<file path="src/rtl/icosoc_mod_pulsegen_if.sv">
// icosoc ctrl bus seen from a peripheral: held request, one-cycle acknowledge,
// read data and the peripheral interrupt line.
interface icosoc_mod_pulsegen_if;
  logic        ctrl_wr;
  logic        ctrl_rd;
  logic [7:0]  ctrl_addr;
  logic [31:0] ctrl_wdat;
  logic [31:0] ctrl_rdat;
  logic        ctrl_done;
  logic        ctrl_irq;

  modport master (
    output ctrl_wr, ctrl_rd, ctrl_addr, ctrl_wdat,
    input  ctrl_rdat, ctrl_done, ctrl_irq
  );

  modport slave (
    input  ctrl_wr, ctrl_rd, ctrl_addr, ctrl_wdat,
    output ctrl_rdat, ctrl_done, ctrl_irq
  );
endinterface

</file>
<file path="src/rtl/icosoc_mod_pulsegen.sv">
// icosoc pulse-train generator: one output pin, HIGH/LOW phase lengths, finite or continuous bursts.
// Optional macro PULSEGEN_READBACK_EN enables readback of HIGH, LOW, COUNT and REMAIN.
module icosoc_mod_pulsegen #(
  parameter int CLOCK_FREQ_HZ = 0,
  parameter int CNT_BITS      = 16
) (
  input  logic                  clk,
  input  logic                  resetn,
  icosoc_mod_pulsegen_if.slave  bus,
  output logic                  pin
);
  typedef enum logic [1:0] {IDLE = 2'd0, ACTIVE = 2'd1, INACTIVE = 2'd2} state_t;
  typedef logic [CNT_BITS-1:0] cnt_t;

  localparam logic [7:0] ADDR_CTRL   = 8'h00;
  localparam logic [7:0] ADDR_HIGH   = 8'h04;
  localparam logic [7:0] ADDR_LOW    = 8'h08;
  localparam logic [7:0] ADDR_COUNT  = 8'h0C;
  localparam logic [7:0] ADDR_REMAIN = 8'h10;

  state_t      state_r, state_s;
  cnt_t        cnt_r, cnt_s, remain_r, remain_s;
  cnt_t        high_r, high_s, low_r, low_s, count_r, count_s;
  logic        pol_r, pol_s, irqen_r, irqen_s, cont_r, cont_s;
  logic        zirq_r, zirq_s;
  logic        irq_r, irq_s, done_r, pin_r, pin_s;
  logic [31:0] rdat_r, rdat_s;
  logic        acc_s, wr_s, wr_ctrl_s;
  logic        unused_s;

  function automatic cnt_t at_least_one(input cnt_t v);
    return (v == '0) ? cnt_t'(1'b1) : v;
  endfunction

  function automatic logic [31:0] zext(input cnt_t v);
    logic [31:0] r;
    r = 32'd0;
    r[CNT_BITS-1:0] = v;
    return r;
  endfunction

  // Read-data mux, sampled on the accepting edge
  always_comb begin
    rdat_s = 32'd0;
    case (bus.ctrl_addr)
      ADDR_CTRL:   rdat_s = {28'd0, cont_r, irqen_r, pol_r, state_r != IDLE};
`ifdef PULSEGEN_READBACK_EN
      ADDR_HIGH:   rdat_s = zext(high_r);
      ADDR_LOW:    rdat_s = zext(low_r);
      ADDR_COUNT:  rdat_s = zext(count_r);
      ADDR_REMAIN: rdat_s = zext(remain_r);
`else
      ADDR_HIGH, ADDR_LOW, ADDR_COUNT, ADDR_REMAIN: rdat_s = 32'd0;
`endif
      default:     rdat_s = 32'd0;
    endcase
  end

  // Bus decode, register updates and pulse FSM next state
  always_comb begin
    acc_s     = (bus.ctrl_wr | bus.ctrl_rd) & ~done_r;
    wr_s      = acc_s & bus.ctrl_wr;
    wr_ctrl_s = wr_s && (bus.ctrl_addr == ADDR_CTRL);
    high_s    = (wr_s && bus.ctrl_addr == ADDR_HIGH)  ? bus.ctrl_wdat[CNT_BITS-1:0] : high_r;
    low_s     = (wr_s && bus.ctrl_addr == ADDR_LOW)   ? bus.ctrl_wdat[CNT_BITS-1:0] : low_r;
    count_s   = (wr_s && bus.ctrl_addr == ADDR_COUNT) ? bus.ctrl_wdat[CNT_BITS-1:0] : count_r;
    pol_s     = wr_ctrl_s ? bus.ctrl_wdat[1] : pol_r;
    irqen_s   = wr_ctrl_s ? bus.ctrl_wdat[2] : irqen_r;
    cont_s    = wr_ctrl_s ? bus.ctrl_wdat[3] : cont_r;
    state_s   = state_r;
    cnt_s     = cnt_r;
    remain_s  = remain_r;
    irq_s     = zirq_r;
    zirq_s    = 1'b0;

    case (state_r)
      IDLE: state_s = IDLE;
      ACTIVE: begin
        if (cnt_r <= cnt_t'(1'b1)) begin
          state_s = INACTIVE;
          cnt_s   = at_least_one(low_r);
        end else begin
          cnt_s = cnt_r - cnt_t'(1'b1);
        end
      end
      INACTIVE: begin
        if (cnt_r <= cnt_t'(1'b1)) begin
          if (cont_r || remain_r != '0) begin
            state_s  = ACTIVE;
            cnt_s    = at_least_one(high_r);
            remain_s = (remain_r != '0) ? remain_r - cnt_t'(1'b1) : '0;
          end else begin
            state_s = IDLE;
            irq_s   = irqen_r;
          end
        end else begin
          cnt_s = cnt_r - cnt_t'(1'b1);
        end
      end
      default: state_s = IDLE;
    endcase

    // A CTRL write overrides the running burst: restart, abort, or empty-burst irq
    if (wr_ctrl_s) begin
      irq_s = zirq_r;
      if (bus.ctrl_wdat[0] && count_r == '0 && !bus.ctrl_wdat[3]) begin
        state_s = IDLE;
        zirq_s  = bus.ctrl_wdat[2];
      end else if (bus.ctrl_wdat[0]) begin
        state_s  = ACTIVE;
        cnt_s    = at_least_one(high_r);
        remain_s = (count_r != '0) ? count_r - cnt_t'(1'b1) : '0;
      end else begin
        state_s = IDLE;
      end
    end else begin
      zirq_s = 1'b0;
    end

    pin_s = (state_s == ACTIVE) ? ~pol_s : pol_s;
  end

  // State and output registers; pin_r stands in for the SB_IO output register
  always_ff @(posedge clk) begin
    if (!resetn) begin
      state_r  <= IDLE;
      cnt_r    <= '0;
      remain_r <= '0;
      high_r   <= '0;
      low_r    <= '0;
      count_r  <= '0;
      pol_r    <= 1'b0;
      irqen_r  <= 1'b0;
      cont_r   <= 1'b0;
      zirq_r   <= 1'b0;
      irq_r    <= 1'b0;
      done_r   <= 1'b0;
      pin_r    <= 1'b0;
      rdat_r   <= 32'd0;
    end else begin
      state_r  <= state_s;
      cnt_r    <= cnt_s;
      remain_r <= remain_s;
      high_r   <= high_s;
      low_r    <= low_s;
      count_r  <= count_s;
      pol_r    <= pol_s;
      irqen_r  <= irqen_s;
      cont_r   <= cont_s;
      zirq_r   <= zirq_s;
      irq_r    <= irq_s;
      done_r   <= acc_s;
      pin_r    <= pin_s;
      rdat_r   <= acc_s ? rdat_s : 32'd0;
    end
  end

  assign bus.ctrl_done = done_r;
  assign bus.ctrl_rdat = rdat_r;
  assign bus.ctrl_irq  = irq_r;
  assign pin           = pin_r;

  // Upper write-data bits and the clock parameter have no function here
  assign unused_s = ^{bus.ctrl_wdat, (CLOCK_FREQ_HZ != 0)};
endmodule

</file>
<file path="src/flat_wrapper.sv">
// flat-port wrapper written by rule: the top's interface ports become plain ports
module icosoc_mod_pulsegen_flat 
#(
  parameter int CLOCK_FREQ_HZ = 0,
  parameter int CNT_BITS      = 16
)
  (clk, resetn, pin, bus_ctrl_wr, bus_ctrl_rd, bus_ctrl_addr, bus_ctrl_wdat, bus_ctrl_rdat, bus_ctrl_done, bus_ctrl_irq);
  icosoc_mod_pulsegen_if bus_i ();
  input  logic clk;
  input  logic resetn;
  output logic pin;
  input wire logic [$bits(bus_i.ctrl_wr)-1:0] bus_ctrl_wr;
  input wire logic [$bits(bus_i.ctrl_rd)-1:0] bus_ctrl_rd;
  input wire logic [$bits(bus_i.ctrl_addr)-1:0] bus_ctrl_addr;
  input wire logic [$bits(bus_i.ctrl_wdat)-1:0] bus_ctrl_wdat;
  output wire logic [$bits(bus_i.ctrl_rdat)-1:0] bus_ctrl_rdat;
  output wire logic [$bits(bus_i.ctrl_done)-1:0] bus_ctrl_done;
  output wire logic [$bits(bus_i.ctrl_irq)-1:0] bus_ctrl_irq;
  assign bus_i.ctrl_wr = bus_ctrl_wr;
  assign bus_i.ctrl_rd = bus_ctrl_rd;
  assign bus_i.ctrl_addr = bus_ctrl_addr;
  assign bus_i.ctrl_wdat = bus_ctrl_wdat;
  assign bus_ctrl_rdat = bus_i.ctrl_rdat;
  assign bus_ctrl_done = bus_i.ctrl_done;
  assign bus_ctrl_irq = bus_i.ctrl_irq;
  icosoc_mod_pulsegen #(.CLOCK_FREQ_HZ(CLOCK_FREQ_HZ), .CNT_BITS(CNT_BITS)) u_core (.clk(clk), .resetn(resetn), .bus(bus_i), .pin(pin));
endmodule
</file>
<file path="config.mk">
export PLATFORM = sky130hd
export DESIGN_NAME = icosoc_mod_pulsegen_flat
export DESIGN_NICKNAME = d
export VERILOG_FILES = /design/src/rtl/icosoc_mod_pulsegen_if.sv /design/src/rtl/icosoc_mod_pulsegen.sv /design/src/flat_wrapper.sv
export SDC_FILE = /design/constraint.sdc
export NUM_CORES = 1
export LEC_CHECK = 0
export ABC_AREA = 1
export CAP_MARGIN = 20
export CELL_PAD_IN_SITES_DETAIL_PLACEMENT = 1
export CELL_PAD_IN_SITES_GLOBAL_PLACEMENT = 2
export CORE_MARGIN = 4
export CORE_UTILIZATION = 27
export CTS_BUF_LIST = sky130_fd_sc_hd__clkbuf_16
export CTS_CLUSTER_SIZE = 20
export DETAILED_ROUTE_END_ITERATION = 10
export GPL_TIMING_DRIVEN = 0
export PLACE_DENSITY_LB_ADDON = 0.1
export SLEW_MARGIN = 30
export SYNTH_ARGS = -nofsm -noshare
export SYNTH_HDL_FRONTEND = slang
export SYNTH_SLANG_ARGS = --single-unit
</file>
<file path="constraint.sdc">
create_clock -name clk -period 1.8 [get_ports clk]
set_input_delay 0.36 -clock clk [delete_from_list [all_inputs] [get_ports clk]]
set_output_delay 0.36 -clock clk [all_outputs]
set_load 0.03 [all_outputs]
</file>
==> impl_metrics.tcl <==
set metrics [dict create \
    status "finished with violations" \
    failed_checks "negative setup slack" \
    insertion_delay_ps 360 \
    initial_core_util 0.274 \
    track_usage 0.187 \
    grt_pass1_vias 6078 \
    r2r-start "u_core.count_r[1]" \
    async_flop_share 0 \
    synth_seq_cells 93 \
    dp_hpwl_um 17900 \
    area_growth_pct 30.2 \
    crit_fanout 5 \
    ys_seq_area_frac 0.311 \
    clockBufferDepth 2 \
    period_minus_slack_ps 1860 \
    final_nets 1074 \
    skew_ps 11.2 \
    overflow 0 \
    htreeDepth 3 \
    ys.warnings.count 0 \
    vias 6053 \
    cts_tree "built" \
    postRouteAntennaNets 0 \
    cts_num_sinks 93 \
    worstPathRequired_ps 2090 \
    grt_pass1_wl_um 35500 \
    diodes 0 \
    grt_max_degree 18 \
    hold_depth 2 \
    io_buffers 33 \
    synth_edf_count 0 \
    floorplan.rows 54 \
    io_pins 79 \
    fin_hold_ws_ps 464 \
    fmax_mhz 539 \
    r2r_cells 13 \
    hold_end "u_core.bus.ctrl_rdat[1]" \
    core_area_um2 21800 \
    drive_above_1_share 0.228 \
    wl_per_cell_um 17.6 \
    totalWireLength_um 23000 \
    maxCapViolations 0 \
    drt_pass1_iterations 4 \
    hp-start "u_core.pol_r" \
    setup_slack_ps -55.8 \
    leakage_nw 3.56 \
    ir_drop_v 0.000363 \
    seq_area_um2 1870 \
    setup_viol 22 \
    worstSetupStartpointType "register" \
    crit_path_end_kind "register" \
    crit_arrival_ps 2150 \
    r2r-end "u_core.cnt_r[14]" \
    rrSetupSlack_ps -60 \
    dieHeight_um 157 \
    die_area_um2 24600 \
    drtIter0Drc 250 \
    min_path_type "register to register" \
    post_synth_num_cell_types 43 \
    tightestPinTransition_ps 799 \
    route.detailed.drc 0 \
    power_mw 4.42 \
    nFillCells 2794 \
    finalMaxSlewViolations 0 \
    synthCells 925 \
    hold_violations 0 \
    multi_input_area_um2 3870 \
    netlist_area_um2 5980 \
    avgSynthCellArea_um2 6.46 \
    hold_buffers 0 \
    crit_type "register to register" \
    viasPerCell 4.63 \
    place_congestion 0.798 \
    root_buffer "clkbuf_16" \
    p_per_area_nw_per_um2 568 \
    max-slew-margin-rel 0.468 \
    fin_setup_tns_ps -611 \
    synth-main-ff-cell "dfxtp_1" \
    rsz0062_at_grt "true" \
    period_share 1.03 \
    antenna_found_initial 0 \
    cts_made_buffers 9 \
    die_x_um 157 \
    clk_pin_slew_ps 80 \
]
cell type report:
cell class / count / area share
multi-input combinational: 695 / 0.497
sequential: 93 / 0.240
timing repair buffer: 60 / 0.0746
buffer: 61 / 0.0564
inverter: 102 / 0.0502
tap: 280 / 0.0450
clock buffer: 9 / 0.0289
clock inverter: 7 / 0.00772
cells by family (layout without fill, tap and decap cells):
group           Yosys count  in the layout  share of synthesized area
xor+xnor                 21             21                     0.0308
compound gates          179            179                      0.168
simple gates            458            459                      0.346
flops                    93             93                      0.311
fa+ha+maj                 8              8                     0.0167
other cells               1             28                   0.000627
buf+inv                 165            239                      0.127
placed cells by master (no fill, tap or decap), drive strengths merged:
| cell | instances |
|---|---|
| a211oi | 32 |
| a21boi | 1 |
| a21o | 1 |
| a21oi | 72 |
| a31oi | 1 |
| and2 | 1 |
| and3 | 1 |
| buf | 71 |
| clkbuf | 26 |
| clkdlybuf4s50 | 32 |
| clkinv | 4 |
| clkinvlp | 2 |
| conb | 28 |
| dfxtp | 93 |
| dlymetal6s2s | 1 |
| ha | 8 |
| inv | 103 |
| nand2 | 183 |
| nand3 | 87 |
| nand3b | 7 |
| nand4 | 3 |
| nor2 | 166 |
| nor3 | 8 |
| nor3b | 1 |
| nor4 | 2 |
| o2111ai | 1 |
| o211ai | 1 |
| o21ai | 68 |
| o21bai | 1 |
| o31ai | 1 |
| xnor2 | 8 |
| xor2 | 13 |
timing repair:
| action | 4_1_cts | 5_1_grt |
|---|---|---|
| cloned | 3 | 1 |
| gates resized for setup | 77 | 94 |
| buffers inserted | 19 | 5 |
| pin swaps | 19 | 24 |
| setup endpoints to repair | 47 | 72 |
synthesized netlist by cell type (2+ instances only):
cell type,count,share of area
nor2_2,11,0.012
nor4_1,2,0.0021
a21oi_1,72,0.060
inv_2,17,0.011
nor2_1,146,0.092
xnor2_1,8,0.012
nand2_1,175,0.11
dfxtp_1,93,0.31
a211oi_1,32,0.040
buf_4,28,0.035
nand2_4,2,0.0038
clkbuf_1,20,0.013
buf_1,2,0.0013
nand3_2,2,0.0033
nand3_1,84,0.070
nor2_4,9,0.017
nand4_1,2,0.0021
nor3_1,5,0.0042
inv_1,84,0.053
ha_1,8,0.017
o21ai_1,9,0.0075
nor3_2,3,0.0050
buf_2,10,0.0084
nand2_2,5,0.0052
nand3b_1,7,0.0088
o21ai_0,58,0.049
xor2_1,13,0.019
buf_6,3,0.0057
per-layer routing:
layer	share of wire	wire [um]	track usage
met4	0.0069	159	0.0339
met5	0	0	0
met1	0.51	11700	0.273
met2	0.45	10400	0.298
met3	0.032	726	0.0241
critical path: stages, from the launching register on:
cell and delay (ps):
dfxtp_2 340, inv_4 70, ha_4 130, inv_2 40
nor2_4 100, nand2_2 90, nor2_2 100, nand2_2 100
nor2_4 130, nand4_4 210, buf_12 230, nand3_2 60
nand2_2 60, a21oi_2 130
per-stage QoR:
step	instance area, um2	cells	util	setup WS [ps]
5_1_grt	7780	1307	0.357	-166
6_report	7780	1307	0.357	-55.8
3_3_place_gp	6760	1265	0.310	-752
3_5_place_dp	6760	1265	0.310	-732
4_1_cts	7460	1302	0.342	-138
2_1_floorplan	6080	952	-	126
report_power, final:
group          total [mW]  internal [mW]  switching [mW]
clock network        1.94          0.962           0.977
logic               0.422          0.157           0.265
registers            2.06           2.06         0.00320
total                4.42           3.18            1.25
flip-flops by register name (all words and copies together) (netlist names), 2 cells and up:
signal / cells
u_core.cnt_r: 16
u_core.high_r: 16
u_core.state_r: 2
u_core.remain_r: 16
u_core.bus.ctrl_rdat: 4
u_core.low_r: 16
u_core.count_r: 16
worst max-delay path by stage:
| stage | from | endpoint | depth (start not counted) |
|---|---|---|---|
| finish | u_core.count_r[1] | u_core.cnt_r[14] | 13 |
| global route | u_core.count_r[10] | u_core.cnt_r[14] | 9 |
| CTS | u_core.count_r[1] | u_core.cnt_r[13] | 13 |
| detailed placement | bus_ctrl_addr[7] | u_core.remain_r[5] | 9 |
| global placement | bus_ctrl_addr[1] | u_core.remain_r[5] | 9 |
| floorplan | u_core.bus.ctrl_done | u_core.remain_r[1] | 10 |
(Power assumes the default switching activity.)
